**config.mk**
```make
export PLATFORM = sky130hd
export DESIGN_NAME = coin_pulse_encoder_flat
export DESIGN_NICKNAME = d
export VERILOG_FILES = /design/src/rtl/coin_pulse_encoder_pkg.sv /design/src/rtl/coin_pulse_encoder_if.sv /design/src/rtl/coin_pulse_encoder_sync.sv /design/src/rtl/coin_pulse_encoder.sv /design/src/flat_wrapper.sv
export SDC_FILE = /design/constraint.sdc
export NUM_CORES = 1
export LEC_CHECK = 0
export ABC_AREA = 1
export BUFFER_PORTS_ARGS = -buffer_cell sky130_fd_sc_hd__buf_4
export CAP_MARGIN = 20
export CORE_ASPECT_RATIO = 0.8
export CORE_MARGIN = 2
export CORE_UTILIZATION = 60
export CTS_CLUSTER_DIAMETER = 40
export DETAILED_ROUTE_END_ITERATION = 6
export GPL_TIMING_DRIVEN = 0
export PLACE_DENSITY = 0.9
export SYNTH_ARGS = -nofsm -noshare
export SYNTH_HDL_FRONTEND = slang
export SYNTH_SLANG_ARGS = --single-unit
```
**constraint.sdc**
```tcl
create_clock -name clk -period 2.56 [get_ports clk]
set_input_delay 0.256 -clock clk [delete_from_list [all_inputs] [get_ports clk]]
set_output_delay 0.256 -clock clk [all_outputs]
set_load 0.02 [all_outputs]
```
**src/rtl/coin_pulse_encoder_pkg.sv**
```systemverilog
// Shared constants, coin codes and FSM state encoding for the coin pulse encoder.
// Counter widths are derived here so every file sizes its registers identically.
package coin_pulse_encoder_pkg;

  localparam int GAP_CYCLES   = 8;
  localparam int STUCK_CYCLES = 64;
  localparam int PULSE_MIN    = 2;
  localparam int PULSE_SAT    = 4;

  localparam int WIDTH_W = $clog2(STUCK_CYCLES + 1);
  localparam int GAP_W   = $clog2(GAP_CYCLES + 1);
  localparam int CNT_W   = $clog2(PULSE_SAT + 1);

  typedef enum logic [1:0] {
    COIN_NONE = 2'd0,
    COIN_1    = 2'd1,
    COIN_2    = 2'd2,
    COIN_3    = 2'd3
  } coin_e;

  typedef enum logic [1:0] {
    IDLE = 2'd0,
    HIGH = 2'd1,
    GAP  = 2'd2,
    JAM  = 2'd3
  } state_e;

endpackage

```
**src/rtl/coin_pulse_encoder_if.sv**
```systemverilog
// Validator-side bus of the coin pulse encoder.
// No backpressure: coin and reject are single-cycle strobes the consumer must take when they appear.
interface coin_pulse_encoder_if;
  logic       pulse_in;
  logic       enable;
  logic [1:0] coin;
  logic       reject;
  logic       busy;

  modport master (output pulse_in, enable, input coin, reject, busy);
  modport slave  (input pulse_in, enable, output coin, reject, busy);
endinterface

```
**src/rtl/coin_pulse_encoder_sync.sv**
```systemverilog
// Two-flop synchronizer for the raw validator line plus rise/fall detection.
// All flops reset to 1 so a line held high through reset never produces a rising edge.
module coin_pulse_sync (
  input  logic clk,
  input  logic reset_n,
  input  logic pulse_in,
  output logic level,
  output logic rise,
  output logic fall
);
  logic meta;
  logic sync;
  logic prev;

  always_ff @(posedge clk or negedge reset_n) begin
    if (!reset_n) begin
      meta <= 1'b1;
      sync <= 1'b1;
      prev <= 1'b1;
    end else begin
      meta <= pulse_in;
      sync <= meta;
      prev <= sync;
    end
  end

  assign level = sync;
  assign rise  = sync & ~prev;
  assign fall  = ~sync & prev;
endmodule

```
**src/rtl/coin_pulse_encoder.sv**
```systemverilog
// Counts validator pulses per burst and emits a one-cycle coin code, or a reject strobe for bad bursts.
// Define COIN_GLITCH_FILTER_EN to ignore pulses shorter than PULSE_MIN synced cycles.
module coin_pulse_encoder
  import coin_pulse_encoder_pkg::*;
(
  input  logic                 clk,
  input  logic                 reset_n,
  coin_pulse_encoder_if.slave  bus,
  output state_e               state_dbg
);
  logic               level;
  logic               rise;
  logic               fall;
  logic               pulse_counts;
  state_e             state_q, state_d;
  logic [WIDTH_W-1:0] width_q, width_d;
  logic [GAP_W-1:0]   gap_q, gap_d;
  logic [CNT_W-1:0]   pcnt_q, pcnt_d;
  coin_e              coin_q, coin_d;
  logic               reject_q, reject_d;

  coin_pulse_sync u_sync (
    .clk      (clk),
    .reset_n  (reset_n),
    .pulse_in (bus.pulse_in),
    .level    (level),
    .rise     (rise),
    .fall     (fall)
  );

`ifdef COIN_GLITCH_FILTER_EN
  assign pulse_counts = (width_q >= WIDTH_W'(PULSE_MIN));
`else
  assign pulse_counts = 1'b1;
`endif

  always_ff @(posedge clk or negedge reset_n) begin
    if (!reset_n) begin
      state_q  <= IDLE;
      width_q  <= '0;
      gap_q    <= '0;
      pcnt_q   <= '0;
      coin_q   <= COIN_NONE;
      reject_q <= 1'b0;
    end else begin
      state_q  <= state_d;
      width_q  <= width_d;
      gap_q    <= gap_d;
      pcnt_q   <= pcnt_d;
      coin_q   <= coin_d;
      reject_q <= reject_d;
    end
  end

  always_comb begin
    state_d  = state_q;
    width_d  = width_q;
    gap_d    = gap_q;
    pcnt_d   = pcnt_q;
    coin_d   = COIN_NONE;
    reject_d = 1'b0;
    unique case (state_q)
      IDLE: begin
        // Hold off during the emission cycle so a new burst never overlaps a coin strobe.
        if (rise && coin_q == COIN_NONE) begin
          state_d = HIGH;
          width_d = WIDTH_W'(1);
        end
      end
      HIGH: begin
        if (fall) begin
          if (pulse_counts && pcnt_q != CNT_W'(PULSE_SAT)) pcnt_d = pcnt_q + CNT_W'(1);
          gap_d   = '0;
          state_d = GAP;
        end else if (width_q == WIDTH_W'(STUCK_CYCLES - 1)) begin
          reject_d = 1'b1;
          width_d  = '0;
          gap_d    = '0;
          state_d  = JAM;
        end else begin
          width_d = width_q + WIDTH_W'(1);
        end
      end
      GAP: begin
        // Closing wins over a rise landing in the same cycle.
        if (gap_q == GAP_W'(GAP_CYCLES)) begin
          if (pcnt_q != '0 && pcnt_q < CNT_W'(PULSE_SAT) && bus.enable) coin_d = coin_e'(pcnt_q[1:0]);
          else reject_d = 1'b1;
          pcnt_d  = '0;
          gap_d   = '0;
          width_d = '0;
          state_d = IDLE;
        end else if (rise) begin
          width_d = WIDTH_W'(1);
          state_d = HIGH;
        end else begin
          gap_d = gap_q + GAP_W'(1);
        end
      end
      JAM: begin
        if (level) begin
          gap_d = '0;
        end else if (gap_q == GAP_W'(GAP_CYCLES - 1)) begin
          gap_d   = '0;
          pcnt_d  = '0;
          state_d = IDLE;
        end else begin
          gap_d = gap_q + GAP_W'(1);
        end
      end
    endcase
  end

  assign bus.coin   = coin_q;
  assign bus.reject = reject_q;
  assign bus.busy   = (state_q != IDLE);
  assign state_dbg  = state_q;
endmodule

```
**src/flat_wrapper.sv**
```systemverilog
// flat-port wrapper written by rule: the top's interface ports become plain ports
module coin_pulse_encoder_flat import coin_pulse_encoder_pkg::*;
  (clk, reset_n, state_dbg, bus_pulse_in, bus_enable, bus_coin, bus_reject, bus_busy);
  coin_pulse_encoder_if bus_i ();
  input  logic clk;
  input  logic reset_n;
  output state_e state_dbg;
  input wire logic [$bits(bus_i.pulse_in)-1:0] bus_pulse_in;
  input wire logic [$bits(bus_i.enable)-1:0] bus_enable;
  output wire logic [$bits(bus_i.coin)-1:0] bus_coin;
  output wire logic [$bits(bus_i.reject)-1:0] bus_reject;
  output wire logic [$bits(bus_i.busy)-1:0] bus_busy;
  assign bus_i.pulse_in = bus_pulse_in;
  assign bus_i.enable = bus_enable;
  assign bus_coin = bus_i.coin;
  assign bus_reject = bus_i.reject;
  assign bus_busy = bus_i.busy;
  coin_pulse_encoder u_core (.clk(clk), .reset_n(reset_n), .bus(bus_i), .state_dbg(state_dbg));
endmodule
```
# After elaboration in Yosys (flattened, before gate mapping)
# Index checks and enable logic that the tools add are counted.
[op_classes]
add_sub_neg = 3
n_lt_le_gt_ge = 1
n_eq_ne = 17
muxes = 35
bitwise_logic = 4
n_reduce_logical = 13
[ops]
columns = ["op", "n"]
rows = [
  ["$mux W7", 5],
  ["$mux W4", 6],
  ["$pmux W7 S3", 1],
  ["$mux W2", 10],
  ["$mux W3", 5],
  ["$pmux W4 S3", 1],
  ["$ne A2 B1 Y1 const B", 5],
  ["$pmux W3 S3", 1],
  ["$reduce_bool A3 Y1", 3],
  ["$pmux W2 S4", 1],
  ["$add A7 B1 Y7 const B", 1],
  ["$eq A7 B6 Y1 const B", 1],
  ["$ne A3 B1 Y1 const B", 2],
  ["$ne A3 B3 Y1 const B", 2],
  ["$reduce_and A6 Y1", 1],
  ["$reduce_and A5 Y1", 1],
  ["$add A4 B1 Y4 const B", 1],
  ["$eq A2 B2 Y1 const B", 2],
  ["$eq A4 B3 Y1 const B", 1],
  ["$eq A4 B4 Y1 const B", 1],
  ["$logic_not A2 Y1", 2],
  ["$mux W1", 4],
  ["$ne A2 B2 Y1 const B", 2],
  ["$reduce_and A4 Y1", 1],
  ["9 further kinds", 13],
]
[word_totals]
ff_bits = 22
in_bits = 4
out_inout_bits = 6
elab_cells = 82

# Longest topological paths before layout
[depth]
depth_word = 6
ltp_mapped = 10
ltp_nobuf = 10

# Cells and area by module
# Synthesis repeated with hierarchy kept, for this count alone.
[unflattened]
hier_cells = 165
hier_area_um2 = 1325.0
[by_module_without_submodules]
columns = ["module", "instances", "cells_each", "area_each_um2", "seq_area_each_um2"]
rows = [
  ["coin_pulse_encoder", 1, 158, 1231.2, 475.5],
  ["coin_pulse_sync", 1, 7, 93.8, 78.8],
]

# Worst setup path before layout
# OpenSTA, ideal clock, no wires.
[synth_timing]
path_type = "flip-flop to flip-flop"
startpoint = "register u_core.state_q[0], in the netlist u_core.state_dbg[0]"
endpoint = "register u_core.width_q[6]"
setup_time_ns = 0.119
arrival_time_ns = 1.497
t_required_ns = 2.441
slack_ns = 0.944
stages_incl_launch_ff = 8
n_path_buf = 0
period_less_slack_ns = 1.616
cell_sequence = "dfrtp_1 > inv_1 > ha_1 > inv_1 > o21ai_0 > nand2_1 > nand2_2 > o21a_1"
[synth_via]
elab_chain_cells = 3
elab_cells_between_ends = 9
classes_between = "eq/ne (5); mux (1); reduce/logical (3)"
[synth_rtl]
columns = ["element", "line_no", "text"]
rows = [
  ["from (decl)", "coin_pulse_encoder.sv:15", "state_e state_q, state_d;"],
  ["from (signal assigned)", "coin_pulse_encoder.sv:46", "state_q <= state_d;"],
  ["$eq A2 B2 Y1 (tied with other cells)", "coin_pulse_encoder.sv:62", "unique case (state_q)"],
  ["$ne A3 B1 Y1 (no source line) (tied with other cells)", "--", ""],
  ["$reduce_and A4 Y1 (no source line)", "--", ""],
  ["to (signal assigned)", "coin_pulse_encoder.sv:47", "width_q <= width_d;"],
  ["to (decl)", "coin_pulse_encoder.sv:16", "logic [WIDTH_W-1:0] width_q, width_d;"],
]
# Several ways; a longest one is shown, not always the timed one.
# A chain may end at the register's enable or synchronous reset.

# Worst setup path in the final report
[layout_timing]
startpoint = "register u_core.state_q[1], in the netlist u_core.state_dbg[1]"
endpoint = "register u_core.width_q[2]"
# The elaborated chain is that of the path after synthesis.

==> results.cfg <==
[power_and_ir_drop]
comb_power_share_pct = 52.1
power_frac_seq_pct = 31.2
vdd_drop_max_mv = 1.18
leakage_nw = 0.786
p_int_mw = 0.867
p_per_area_nw_per_um2 = 1000
totalPowerFinal_mw = 1.57
power.switching_mw = 0.702
clockPowerShare_pct = 16.7
power.share.switching_pct = 44.7

[yosys]
synth.top_cell.area_share_pct = 33.9
yosys_warnings = 0
syn_nets = 189
synthArstFlopShare_pct = 100
yosys.area.top_type = dfrtp_1
synth_fa_ha_area_share_pct = 9.82
synth_seq_cells = 22
ys_seq_area_share_pct = 39.6
ys.flop_type = dfrtp_1
synth-simple-area-share_pct = 32.4
synth_compound_area_share_pct = 8.21
synth-xor-area-share_pct = 1.88
synth_edf_count = 0
netlist_area_um2 = 1400
synth.avg_cell_area_um2 = 8.05
synthesis.instances = 174
yosysUniqueCellTypes = 26
ys_top_cells_by_area = dfrtp_1 (34%), nand2_1 (11%), ha_1 (9.8%)
synth_top_family_by_area = simple AND/OR/NAND/NOR gates
synth_most_common_cell = nand2_1
synth_common_cells = nand2_1 (42), inv_1 (24), dfrtp_1 (19), nand3_1 (14), o21ai_1 (14)
muxShareOfSynthArea_pct = 0

[global_route]
grt_pass1_vias = 1036
grt_overflow = 0
track_usage_pct = 22.8
grt_max_degree = 23
antenna_found_initial = 0
grt_pass1_wl_um = 4560

[floorplanning]
die_h_um = 47.2
die_w_um = 58.0
ios = 10
num_rows = 15
start_util_pct = 64.4
core_um2 = 2180
die-area_um2 = 2740

[sta]
skew_ns = 0.00165
setup_slack_ns = 0.881
setup_violations = 0
fin_crit_sh_pct = 65.6
final.setup.tns_ns = 0
rsz0062_at_grt = no
max_freq_mhz = 596
worst_slew_pin_slew_ns = 0.346
finalMaxSlewViolations = 0
hold_viol = 0
period_needed_ns = 1.68
whs_ns = 0.0386
maxSlewHeadroom_pct = 76.7

[routing]
drcViolationCount = 0
wl_um = 2700
drtAntennaViolNets = 0
drt_iter0_drc = 22
post_drt_wl_per_cell_um = 12.7
vias = 1145
dr.pass1.iters = 4
drt-vias-per-instance = 5.38

[flow_run]
maxCapViolations = 0

[clocking]
clockRootBuffer = clkbuf_4
cts_made_buffers = 3
cts_num_sinks = 22
htreeDepth = 1
cts_tree = done
clk_path_buf_depth = 2
post_cts_resized = 0
clk_latency_ns = 0.31
clk_pin_slew_worst_paths_ns = 0.12

[setup_path]
worstSetupEndpointType = flip-flop
crit_buf_inv = 4
crit_family = buffers and inverters
slowest_delay_ns = 0.45
crit_path_cell_trace = inv_1 > ha_1 > buf_4 > inv_2 > o21ai_1 > inv_1 > nand2_2 > nand2_1 > o21ai_1
critical-path-slowest-cell = dfrtp_1
critical_path_required_ns = 2.80
cp-start-kind = flip-flop
critPathMaxFanout = 8
path_class = flip-flop to flip-flop
crit_arrival_ns = 1.92

[layout]
diodes = 0
final_area_um2 = 1560
drive_above_1_share_pct = 21.3
syn2layout_area_growth_pct = 11.5
nets = 204

[min_path]
holdCritPathClass = input port to flip-flop

[place]
dpl.hpwl_um = 2140
placed_cell_area_um2 = 1500
gp_congestion = 0.873
port_buffers = 9
dp_slack_ns = 0.927

[status]
status = completed
flip-flops by register name (all words and copies together), names as in the netlist:
signal / flops
u_core.u_sync.meta: 1
u_core.width_q: 7
u_core.state_dbg: 2
u_core.u_sync.level: 1
u_core.bus.reject: 1
u_core.u_sync.prev: 1
u_core.pcnt_q: 3
u_core.bus.coin: 2
u_core.gap_q: 4
cells in the final DEF, fill, tap and decap left out, types with 2 or more instances in the layout:
master,netlist,layout
clkbuf_4,0,3
nand2_4,4,4
nor3_1,2,2
nand3_2,2,2
nor2_4,2,2
nand2_2,6,6
nor2_2,4,4
o21ai_0,5,5
nor2_1,6,6
nand2_1,42,42
o21ai_1,14,14
nand4_1,3,3
ha_1,11,11
inv_1,24,24
buf_4,1,10
xnor2_1,2,2
nand3_1,14,14
dfrtp_1,19,19
dfstp_2,3,3
inv_2,3,3
cell families (layout without fill, tap and decap cells):
logic type      Yosys count  count (layout)
compound gates           22              22
xor+xnor                  3               3
fa+ha+maj                11              11
buf+inv                  29              43
flops                    22              22
simple gates             87              87
timing repair:
action	in CTS	in global routing
hold buffers	1	0
hold endpoints to repair	19	0
setup buffers	0	0
metrics by stage:
step / instances / utilization, %
finish: 213 / 71.8
global route: 213 / 71.8
CTS: 213 / 71.8
detailed placement: 208 / 68.9
global placement: 208 / 68.9
floorplan: 174 / -
power by group through the flow:
stage	combinational, mW	clock (mW)	sequential, mW
6_report	0.817	0.262	0.489
5_1_grt	0.916	0.283	0.500
4_1_cts	0.819	0.271	0.489
3_5_place_dp	0.811	0	0.495
3_3_place_gp	0.777	0	0.488
2_1_floorplan	0.611	0	0.495
layer usage:
| layer | routed length (um) | track usage [%] | vias to the layer above |
|---|---|---|---|
| met5 | 0 | 0 | - |
| met1 | 1320 | 29.2 | 530 |
| met2 | 1230 | 37.7 | 25 |
| met3 | 113 | 6.06 | 7 |
| met4 | 40 | 8.84 | 0 |
| li1 | - | - | 583 |
worst paths after layout:
| check | start | to | slack [ns] | depth (start not counted) |
|---|---|---|---|---|
| min | bus_pulse_in | u_core.u_sync.meta | 0.04 | 1 |
| max | u_core.state_dbg[1] | u_core.width_q[2] | 0.88 | 9 |
| max in group asynchronous | reset_n | u_core.u_sync.prev | 1.93 | 2 |
| min in group asynchronous | reset_n | u_core.gap_q[0] | 0.36 | 2 |
| min reg2reg | u_core.u_sync.meta | u_core.u_sync.level | 0.37 | 0 |
| max reg2reg | u_core.state_dbg[1] | u_core.width_q[2] | 0.88 | 9 |
final cells by class:
class / count / area [um2]
flip-flops and latches: 22 / 554
fillers: 167 / 614
repair buffers: 10 / 77.6
inverters: 28 / 106
plain buffers: 1 / 7.51
well taps: 25 / 31.3
multi-input cells: 123 / 733
clock inverters: 1 / 30.0
clock buffers: 3 / 22.5
(Power assumes the default switching activity.)
